==> src/rtl/fifo_pkg.sv <==
`default_nettype none
// ============================================================================
// Module      : fifo_pkg
// Description : Shared definitions for the asynchronous port FIFO pointer
//               logic (write and read sides). Holds the default pointer width
//               and the Gray-code helpers both clock domains must agree on.
// Revision    : 1.0 - initial release
// ============================================================================
package fifo_pkg;

    localparam int PTR_SZ_DEFAULT = 2;

    // Binary to Gray. Operands are zero-extended to 32 bits by the caller and
    // truncated back afterwards, so one function serves every pointer width.
    function automatic logic [31:0] bin2gray(input logic [31:0] bin);
        return bin ^ (bin >> 1);
    endfunction

    // Gray to binary: each binary bit is the XOR of all Gray bits at or above
    // it. Zero upper bits contribute nothing, so zero-extension is harmless.
    function automatic logic [31:0] gray2bin(input logic [31:0] gray);
        logic [31:0] bin;
        bin = gray;
        for (int i = 1; i < 32; i++) begin
            bin = bin ^ (gray >> i);
        end
        return bin;
    endfunction

    // Pattern the write Gray pointer takes when the FIFO is full relative to
    // a read Gray pointer: the two most significant bits inverted. For a
    // 2-bit pointer (ptr_sz = 1) this inverts both bits.
    function automatic logic [31:0] gray_full_pattern(input logic [31:0] gray,
                                                      input int          ptr_sz);
        logic [31:0] mask;
        mask = 32'd3 << (ptr_sz - 1);
        return gray ^ mask;
    endfunction

endpackage : fifo_pkg
`default_nettype wire

==> src/rtl/fifo_write_logic_if.sv <==
`default_nettype none
// ============================================================================
// Module      : fifo_write_logic_if
// Description : Write-side FIFO bundle: write request, read Gray pointer from
//               the read domain, overflow clear, and the RAM strobe/address,
//               Gray write pointer, flags and occupancy returned.
//   master : drives winc, rgray, wovf_clr
//   slave  : drives write_en, waddr, waddr_gray, wfull, walmost_full,
//            wcount, wovf
// Revision    : 1.0 - initial release
// ============================================================================
interface fifo_write_logic_if
    import fifo_pkg::*;
#(
    parameter int PTR_SZ = PTR_SZ_DEFAULT
) ();

    logic              winc;
    logic [PTR_SZ:0]   rgray;
    logic              wovf_clr;
    logic              write_en;
    logic [PTR_SZ-1:0] waddr;
    logic [PTR_SZ:0]   waddr_gray;
    logic              wfull;
    logic              walmost_full;
    logic [PTR_SZ:0]   wcount;
    logic              wovf;

    modport master (
        output winc, rgray, wovf_clr,
        input  write_en, waddr, waddr_gray, wfull, walmost_full, wcount, wovf
    );

    modport slave (
        input  winc, rgray, wovf_clr,
        output write_en, waddr, waddr_gray, wfull, walmost_full, wcount, wovf
    );

endinterface : fifo_write_logic_if
`default_nettype wire

==> src/rtl/fifo_write_logic_gray_ptr_sync.sv <==
`default_nettype none
// ============================================================================
// Module      : gray_ptr_sync
// Description : Multi-flop synchroniser for a Gray-coded pointer crossing
//               into the local clock domain. The input feeds the first flop
//               directly with no logic in front of it.
//   clk  in  : destination-domain clock
//   rst  in  : synchronous active-high reset, clears every stage
//   i_d  in  : Gray pointer from the other domain
//   o_q  out : synchronised pointer (last stage)
// Revision    : 1.0 - initial release
// ============================================================================
module gray_ptr_sync #(
    parameter int WIDTH  = 3,
    parameter int STAGES = 2
) (
    input  wire logic             clk,
    input  wire logic             rst,
    input  wire logic [WIDTH-1:0] i_d,
    output logic      [WIDTH-1:0] o_q
);

    logic [WIDTH-1:0] r_sync [STAGES];

    always_ff @(posedge clk) begin
        if (rst) begin
            for (int i = 0; i < STAGES; i++) begin
                r_sync[i] <= '0;
            end
        end else begin
            r_sync[0] <= i_d;
            for (int i = 1; i < STAGES; i++) begin
                r_sync[i] <= r_sync[i-1];
            end
        end
    end

    assign o_q = r_sync[STAGES-1];

endmodule : gray_ptr_sync
`default_nettype wire

==> src/rtl/fifo_write_logic.sv <==
`default_nettype none
// ============================================================================
// Module      : fifo_write_logic
// Description : Write-side pointer and flag logic of the asynchronous port
//               FIFO. Keeps the binary/Gray write pointer, brings the read
//               Gray pointer into the write domain, and produces full,
//               almost-full, occupancy and sticky overflow, plus the RAM
//               write strobe and address.
//   clk  in    : write-domain clock
//   rst  in    : synchronous active-high reset
//   wif  slave : winc/rgray/wovf_clr in; write_en, waddr, waddr_gray, wfull,
//                walmost_full, wcount, wovf out
// Revision    : 1.0 - initial release
// ============================================================================
module fifo_write_logic
    import fifo_pkg::*;
#(
    parameter int PTR_SZ      = PTR_SZ_DEFAULT,
    parameter int SYNC_STAGES = 2,
    parameter int AF_LEVEL    = 3
) (
    input  wire logic          clk,
    input  wire logic          rst,
    fifo_write_logic_if.slave  wif
);

    localparam int              c_W        = PTR_SZ + 1;
    localparam logic [PTR_SZ:0] c_AF_LEVEL = c_W'(AF_LEVEL);

    logic [PTR_SZ:0] r_wbin;
    logic [PTR_SZ:0] r_wgray;
    logic            r_wfull;
    logic            r_wovf;

    logic            w_accept;
    logic [PTR_SZ:0] w_wbin_next;
    logic [PTR_SZ:0] w_wgray_next;
    logic [PTR_SZ:0] w_wq_rgray;
    logic [PTR_SZ:0] w_wq_rbin;
    logic [PTR_SZ:0] w_full_gray;

    gray_ptr_sync #(
        .WIDTH  (c_W),
        .STAGES (SYNC_STAGES)
    ) u_rptr_sync (
        .clk (clk),
        .rst (rst),
        .i_d (wif.rgray),
        .o_q (w_wq_rgray)
    );

    assign w_accept     = wif.winc && !r_wfull;
    assign w_wbin_next  = r_wbin + {{PTR_SZ{1'b0}}, w_accept};
    assign w_wgray_next = c_W'(bin2gray(32'(w_wbin_next)));
    assign w_wq_rbin    = c_W'(gray2bin(32'(w_wq_rgray)));
    assign w_full_gray  = c_W'(gray_full_pattern(32'(w_wq_rgray), PTR_SZ));

    always_ff @(posedge clk) begin
        if (rst) begin
            r_wbin  <= '0;
            r_wgray <= '0;
            r_wfull <= 1'b0;
            r_wovf  <= 1'b0;
        end else begin
            r_wbin  <= w_wbin_next;
            r_wgray <= w_wgray_next;
            // Full is judged on the post-write pointer so the write that fills
            // the last slot raises the flag on its own edge.
            r_wfull <= (w_wgray_next == w_full_gray);
            // A write attempted while full sets the flag even if a clear is
            // requested in the same cycle.
            if (wif.winc && r_wfull) begin
                r_wovf <= 1'b1;
            end else if (wif.wovf_clr) begin
                r_wovf <= 1'b0;
            end
        end
    end

    // The strobe is gated by reset so a write coinciding with reset is dropped.
    assign wif.write_en     = w_accept && !rst;
    assign wif.waddr        = r_wbin[PTR_SZ-1:0];
    assign wif.waddr_gray   = r_wgray;
    assign wif.wfull        = r_wfull;
    // Uses the lagging synchronised read pointer, so occupancy is never
    // under-reported.
    assign wif.wcount       = r_wbin - w_wq_rbin;
    assign wif.walmost_full = (wif.wcount >= c_AF_LEVEL);
    assign wif.wovf         = r_wovf;

endmodule : fifo_write_logic
`default_nettype wire

==> src/flat_wrapper.sv <==
// flat-port wrapper written by rule: the top's interface ports become plain ports
module fifo_write_logic_flat import fifo_pkg::*;
#(
    parameter int PTR_SZ      = PTR_SZ_DEFAULT,
    parameter int SYNC_STAGES = 2,
    parameter int AF_LEVEL    = 3
)
  (clk, rst, wif_winc, wif_rgray, wif_wovf_clr, wif_write_en, wif_waddr, wif_waddr_gray, wif_wfull, wif_walmost_full, wif_wcount, wif_wovf);
  fifo_write_logic_if #(.PTR_SZ(PTR_SZ)) wif_i ();
  input  wire logic clk;
  input  wire logic rst;
  input wire logic [$bits(wif_i.winc)-1:0] wif_winc;
  input wire logic [$bits(wif_i.rgray)-1:0] wif_rgray;
  input wire logic [$bits(wif_i.wovf_clr)-1:0] wif_wovf_clr;
  output wire logic [$bits(wif_i.write_en)-1:0] wif_write_en;
  output wire logic [$bits(wif_i.waddr)-1:0] wif_waddr;
  output wire logic [$bits(wif_i.waddr_gray)-1:0] wif_waddr_gray;
  output wire logic [$bits(wif_i.wfull)-1:0] wif_wfull;
  output wire logic [$bits(wif_i.walmost_full)-1:0] wif_walmost_full;
  output wire logic [$bits(wif_i.wcount)-1:0] wif_wcount;
  output wire logic [$bits(wif_i.wovf)-1:0] wif_wovf;
  assign wif_i.winc = wif_winc;
  assign wif_i.rgray = wif_rgray;
  assign wif_i.wovf_clr = wif_wovf_clr;
  assign wif_write_en = wif_i.write_en;
  assign wif_waddr = wif_i.waddr;
  assign wif_waddr_gray = wif_i.waddr_gray;
  assign wif_wfull = wif_i.wfull;
  assign wif_walmost_full = wif_i.walmost_full;
  assign wif_wcount = wif_i.wcount;
  assign wif_wovf = wif_i.wovf;
  fifo_write_logic #(.PTR_SZ(PTR_SZ), .SYNC_STAGES(SYNC_STAGES), .AF_LEVEL(AF_LEVEL)) u_core (.clk(clk), .rst(rst), .wif(wif_i));
endmodule
==> config.mk <==
export PLATFORM = sky130hd
export DESIGN_NAME = fifo_write_logic_flat
export DESIGN_NICKNAME = d
export VERILOG_FILES = /design/src/rtl/fifo_pkg.sv /design/src/rtl/fifo_write_logic_if.sv /design/src/rtl/fifo_write_logic_gray_ptr_sync.sv /design/src/rtl/fifo_write_logic.sv /design/src/flat_wrapper.sv
export SDC_FILE = /design/constraint.sdc
export NUM_CORES = 1
export LEC_CHECK = 0
export ABC_AREA = 1
export ABC_CLOCK_PERIOD_IN_PS = 4050
export CELL_PAD_IN_SITES_DETAIL_PLACEMENT = 2
export CELL_PAD_IN_SITES_GLOBAL_PLACEMENT = 2
export CORE_UTILIZATION = 25
export DETAILED_ROUTE_END_ITERATION = 8
export GPL_ROUTABILITY_DRIVEN = 0
export GPL_TIMING_DRIVEN = 0
export PLACE_DENSITY = 0.83
export SLEW_MARGIN = 10
export SYNTH_ARGS = -nofsm -noshare
export SYNTH_HDL_FRONTEND = slang
export SYNTH_HIERARCHICAL = 1
export SYNTH_SLANG_ARGS = --single-unit
==> constraint.sdc <==
create_clock -name clk -period 4.05 [get_ports clk]
set_clock_uncertainty 0.15 [all_clocks]
set_input_delay 0.6075 -clock clk [delete_from_list [all_inputs] [get_ports clk]]
set_output_delay 0.6075 -clock clk [all_outputs]
set_load 0.02 [all_outputs]
==> results_dict.tcl, run 1 <==
set metrics [dict create \
    path_clk_slew_ps 80 \
    drt_iter0_drc 2 \
    nFillCells 298 \
    period_needed_ps 3402 \
    rrSetupSlack_ps 2290 \
    rsz0062_at_grt "no" \
    power.leakage_uw 0.0004280 \
    vias_per_cell 4.358 \
    port_buffers 18 \
    crit_fanout 4 \
    status "finished, final reports clean" \
    cts_max_path_buffers 2 \
    post_cts_buffers 0 \
    p_per_area_mw_per_mm2 383.6 \
    mappedNetlistArea_um2 626.9 \
    hpwl_mm 1.255 \
    ioPinCount 19 \
    crit_required_ps 3290 \
    crit_path_end_kind "output pin" \
    synth_cell_types 14 \
    final_cell_mix "inv_1, nand2_1, clkdlybuf4s50_1" \
    fmax_ghz 0.2940 \
    num_rows 17 \
    whs_path_depth 2 \
    path_class "flip-flop to output pin" \
    ctsResizeCount 0 \
    crit_buf_inv 3 \
    antenna_found_initial 0 \
    drcViolationCount 0 \
    wl_per_cell_um 11.30 \
    hold_class "flip-flop to flip-flop" \
    die_area_mm2 0.002712 \
    die_h_um 52.08 \
    r2r-start "u_core/wif.wfull" \
    synth.top_cells.by_area "dfxtp_1, inv_1, nand2_1" \
    seq_area_frac_synth_pct 41.52 \
    die_x_um 52.08 \
    whs_ps 265.7 \
    reg2regPathDepth 9 \
    cts_tree "done" \
    cts-hold-fix-buffers 0 \
    cts_sinks 13 \
    rr_endpoint "u_core/wif.wfull" \
    hold_start "u_core/u_rptr_sync/r_sync[0][0]" \
    initial_core_util_pct 27.29 \
    worst_pin_slew_ps 371.1 \
    crit_path_start_kind "flip-flop" \
    core-area_mm2 0.002297 \
    clk_latency_ps 280 \
    first_pass_iters 4 \
    hold_viol 0 \
    cpMostUsedCell "xor2_1" \
    synth_top_cell_by_area "dfxtp_1" \
    whs_endpoint "u_core/u_rptr_sync/r_sync[0][3]" \
    ant_nets 0 \
    layout_commonest_cell "inv_1" \
    drv_cap 0 \
    arrival_ps 2640 \
    cp_top_family "buffers and inverters" \
    grt_use_total_pct 13.84 \
    final_nets 121 \
    grt_max_degree 9 \
    grt_pass1_vias 624 \
    avgSynthCellArea_um2 7.205 \
    tns_ps 0 \
    synth_seq_cells 13 \
    overflow 0 \
    wirelength_mm 1.548 \
    path_cells "buf_4 -> xor2_1 -> xor2_1 -> inv_1 -> ha_1 -> fa_1 -> xnor2_1 -> nand2_1 -> clkdlybuf4s50_1" \
    grt_pass1_wl_mm 2.622 \
    cts-root-buf "clkbuf_4" \
    synth_top_area_share_pct 41.52 \
    drive_above_1_share_pct 5.505 \
    cts_buffers 3 \
    num_antenna_cells 0 \
    critPathMaxStageDelay_ps 530 \
    ir_worst_vdd_mv 0.1881 \
    relSlewSlack_pct 75.26 \
    crit_slowest_cell "clkdlybuf4s50_1" \
    ys_warn_count 6 \
    syn-num-nets 98 \
    slew_violations 0 \
    syn_inst 87 \
    fin_crit_sh_pct 83.99 \
    syn_to_final_growth_pct 38.52 \
    vias 597 \
    setup_viol 0 \
    h-tree-depth 1 \
]
==> worst register-to-register path: cells and delay by family (launching register included) <==
kind | cells | cell delay [ps]
adder cells (fa/ha/maj) | 2 | 530
buffers and inverters | 1 | 140
flip-flops | 1 | 390
AND/OR/NAND/NOR | 6 | 450
==> kinds of logic after synthesis <==
| logic type | after synthesis | synth area share, % |
|---|---|---|
| compound gates | 2 | 1.597 |
| flops | 13 | 41.52 |
| buf+inv | 25 | 16.77 |
| simple gates | 39 | 25.35 |
| fa+ha+maj | 4 | 9.182 |
| xor+xnor | 4 | 5.590 |
==> Yosys cell counts (all sizes together) <==
library cell and number:
ha 3, xnor2 1, nor2 12, nor3 1
buf 3, xor2 3, nand3b 1, a21oi 2
nand2 19, nand3 6, inv 21, dfxtp 13
clkbuf 1, fa 1
==> final cells by class <==
| class | instances | area, um2 | area share (%) |
|---|---|---|---|
| clock buffers | 4 | 26.28 | 3.026 |
| flip-flops and latches | 13 | 260.3 | 29.97 |
| well taps | 28 | 35.03 | 4.035 |
| repair buffers | 18 | 180.2 | 20.75 |
| inverters | 21 | 78.83 | 9.078 |
| plain buffers | 4 | 26.28 | 3.026 |
| multi-input cells | 49 | 261.5 | 30.12 |
==> how the worst max path moves through the flow <==
stage          depth (start not counted)          endpoint  slack (ps)                            start
6_report                               9  wif_walmost_full         650  u_core/u_rptr_sync/r_sync[0][5]
5_1_grt                                9  wif_walmost_full         440  u_core/u_rptr_sync/r_sync[0][5]
3_5_place_dp                           9  wif_walmost_full         890  u_core/u_rptr_sync/r_sync[0][5]
3_3_place_gp                          10  wif_walmost_full         940  u_core/u_rptr_sync/r_sync[0][5]
2_1_floorplan                          9  wif_walmost_full        1420  u_core/u_rptr_sync/r_sync[0][5]
4_1_cts                                9  wif_walmost_full         580  u_core/u_rptr_sync/r_sync[0][5]
==> metal layers <==
layer | track usage [%] | vias up | share of wire, %
met3 | 2.632 | 4 | 4.6
li1 | - | 295 | -
met2 | 27.35 | 16 | 57
met1 | 12.72 | 282 | 36
met5 | 0 | - | 0
met4 | 8.108 | 0 | 2.9
==> report_power, final <==
part / leakage [uW] / total [uW] / switching, uW / internal [uW]
registers: 0.000107 / 139 / 3.39 / 136
clock network: 0.0000150 / 81.3 / 43.1 / 38.2
logic: 0.000306 / 113 / 61.2 / 51.5
total: 0.000428 / 333 / 108 / 225
==> per-stage QoR <==
stage	worst slack, ps	cells	area, um2	power [uW]	utilization [%]
CTS	579.8	137	868.3	340.1	37.80
global route	439.4	137	868.3	357.9	37.80
global placement	940.1	133	842.1	250.8	36.66
floorplan	1420	87	626.9	205.7	-
detailed placement	891.3	133	842.1	256.8	36.66
finish	648.4	137	868.3	333.1	37.80
==> state kept, by name (all words and copies together), names as in the netlist <==
signal	count
u_core/wif.wovf	1
u_core/wif.waddr_gray	3
u_core/r_wbin	2
u_core/u_rptr_sync/r_sync	6
u_core/wif.wfull	1
Note: power is estimated with default switching activity, not from simulation.
==> run 2: changes to the inputs <==
Settings changed: ABC_CLOCK_PERIOD_IN_PS 4050 to 3400, CORE_UTILIZATION 25 to 23, PLACE_DENSITY 0.83 to 0.77.
Clock period 4.05 ns to 3.4 ns, I/O delays scaled along.
==> run 2 against run 1 <==
Register-to-register slack worse by 600 ps. Via count down 1.7%. Clock-buffer cell count unchanged. Largest cell class unchanged. Clock power up 19%. Routed wire length down 4.7%. Global-route usage down 0.71 points.
==> results_dict.tcl, run 2 (synthesis gave the netlist of run 1 again) <==
set metrics [dict create \
    crit_slowest_cell "clkdlybuf4s50_1" \
    power_frac_clock_pct 24.5 \
    wirelength_mm 1.475 \
    first_pass_iters 1 \
    path_clk_slew_ps 80 \
    num_rows 18 \
    crit_required_ps 2740 \
    grt_pass1_vias 626 \
    drt_iter0_drc 0 \
    vias_per_cell 4.223 \
    antenna_found_initial 0 \
    path_class "flip-flop to output pin" \
    cts_sinks 13 \
    cts_buffers 3 \
    initial_core_util_pct 24.85 \
    combPwrFrac_pct 33.6 \
    r2r-start "u_core/wif.wfull" \
    setup_slack_ps 252.3 \
    relSlewSlack_pct 72.98 \
    p_per_area_mw_per_mm2 447.5 \
    final_cell_mix "inv_1, nand2_1, clkdlybuf4s50_1" \
    ir_worst_vdd_mv 0.2419 \
    final_util_pct 35.02 \
    arrival_ps 2490 \
    clk_latency_ps 280 \
    top_register "u_core/u_rptr_sync/r_sync" \
    rrSetupSlack_ps 1690 \
    crit_path_start_kind "flip-flop" \
    vias 587 \
    period_needed_ps 3148 \
    grt_pass1_wl_mm 2.587 \
    cts-hold-fix-buffers 0 \
    wl_per_cell_um 10.61 \
    die_x_um 54.21 \
    drcViolationCount 0 \
    slew_violations 0 \
    overflow 0 \
    hold_start "u_core/u_rptr_sync/r_sync[0][2]" \
    final_nets 121 \
    whs_ps 256.6 \
    crit_path_end_kind "output pin" \
    hold_viol 0 \
    intPower_uw 267.7 \
    cts_max_path_buffers 2 \
    rsz0062_at_grt "no" \
    rr_endpoint "u_core/wif.wfull" \
    hold_class "flip-flop to flip-flop" \
    seqPwrFrac_pct 41.9 \
    layout_commonest_cell "inv_1" \
    critPathMaxStageDelay_ps 590 \
    syn_to_final_growth_pct 40.92 \
    switching_share_pct 32.27 \
    crit_fanout 4 \
    grt_use_total_pct 13.13 \
    tns_ps 0 \
    drv_cap 0 \
    whs_path_depth 2 \
    die_area_mm2 0.002938 \
    cts_tree "done" \
    cts-root-buf "clkbuf_4" \
    status "finished, final reports clean" \
    fin_crit_sh_pct 92.58 \
    h-tree-depth 1 \
    power.leakage_uw 0.0004484 \
    ioPinCount 19 \
    fmax_ghz 0.3177 \
    num_antenna_cells 0 \
    core-area_mm2 0.002522 \
    reg2regPathDepth 9 \
    ant_nets 0 \
    setup_viol 0 \
    worst_pin_slew_ps 405.2 \
    whs_endpoint "u_core/u_rptr_sync/r_sync[0][5]" \
    port_buffers 18 \
    pre_cts_ws_ps 314.2 \
    path_cells "buf_4 -> xor2_2 -> xor2_1 -> inv_1 -> ha_1 -> fa_1 -> inv_1 -> clkdlybuf4s50_1" \
    cpMostUsedCell "inv_1" \
    grt_max_degree 9 \
    die_h_um 54.21 \
    drive_above_1_share_pct 6.422 \
    p_switching_uw 127.6 \
    hpwl_mm 1.225 \
    largest_register_ffs 6 \
]
run 2: cell count changes in the layout (fill, tap and decap cells not counted), sizes merged:
cell,before,now
clkdlybuf4s50,18,16
dlymetal6s2s,0,2
run 2: worst max path at each step:
stage / from / endpoint / slack, ps / cells after the start
floorplan: u_core/u_rptr_sync/r_sync[0][5] / wif_walmost_full / 870 / 9
global placement: u_core/u_rptr_sync/r_sync[0][5] / wif_walmost_full / 390 / 10
detailed placement: u_core/u_rptr_sync/r_sync[0][5] / wif_walmost_full / 310 / 9
CTS: u_core/u_rptr_sync/r_sync[0][5] / wif_walmost_full / 80 / 9
global route: u_core/u_rptr_sync/r_sync[0][5] / wif_wcount[1] / 110 / 8
finish: u_core/u_rptr_sync/r_sync[0][5] / wif_wcount[1] / 250 / 8
run 2: routing by layer:
layer | track usage (%) | share of wire (%)
met1 | 13.32 | 39
met2 | 23.78 | 53
met3 | 1.695 | 4.0
met4 | 10.26 | 3.5
met5 | 0 | 0
run 2: cell type report:
type                            instances  area (um2)
Tap cell                               30       37.54
Fill cell                             314        1639
Timing Repair Buffer                   18       185.2
Inverter                               21       78.83
Multi-Input combinational cell         49       269.0
Buffer                                  4       26.28
Sequential cell                        13       260.3
Clock buffer                            4       26.28
run 2: power groups by stage:
stage	registers [uW]	logic, uW	clock network [uW]
floorplan	177	68.3	0
global placement	169	130	0
detailed placement	170	137	0
CTS	166	138	104
global route	167	150	108
finish	166	133	96.7
run 2: what timing repair did:
action,in CTS,in global routing
setup buffers,0,0
endpoints found under the setup margin,1,2
gates resized for setup,1,2
cloned,0,0
run 2: worst max-delay path: cells and delay by family (launching register included):
family | cells | cell delay (ps)
fa+ha+maj | 2 | 620
buf+inv | 4 | 880
flops | 1 | 300
xor+xnor | 2 | 400
run 2: through the flow:
step	power [uW]	cells	instance area, um2
6_report	395.3	139	883.3
5_1_grt	425.2	139	883.3
4_1_cts	407.2	139	878.3
3_5_place_dp	306.4	135	844.6
3_3_place_gp	298.9	135	844.6
2_1_floorplan	245.1	87	626.9
==> run 3: changes to the inputs <==
Settings changed: CAP_MARGIN set to 25, CTS_CLUSTER_SIZE set to 30.
==> results of run 3 <==
Final layout, timing and power as in run 2 (identical DEF).
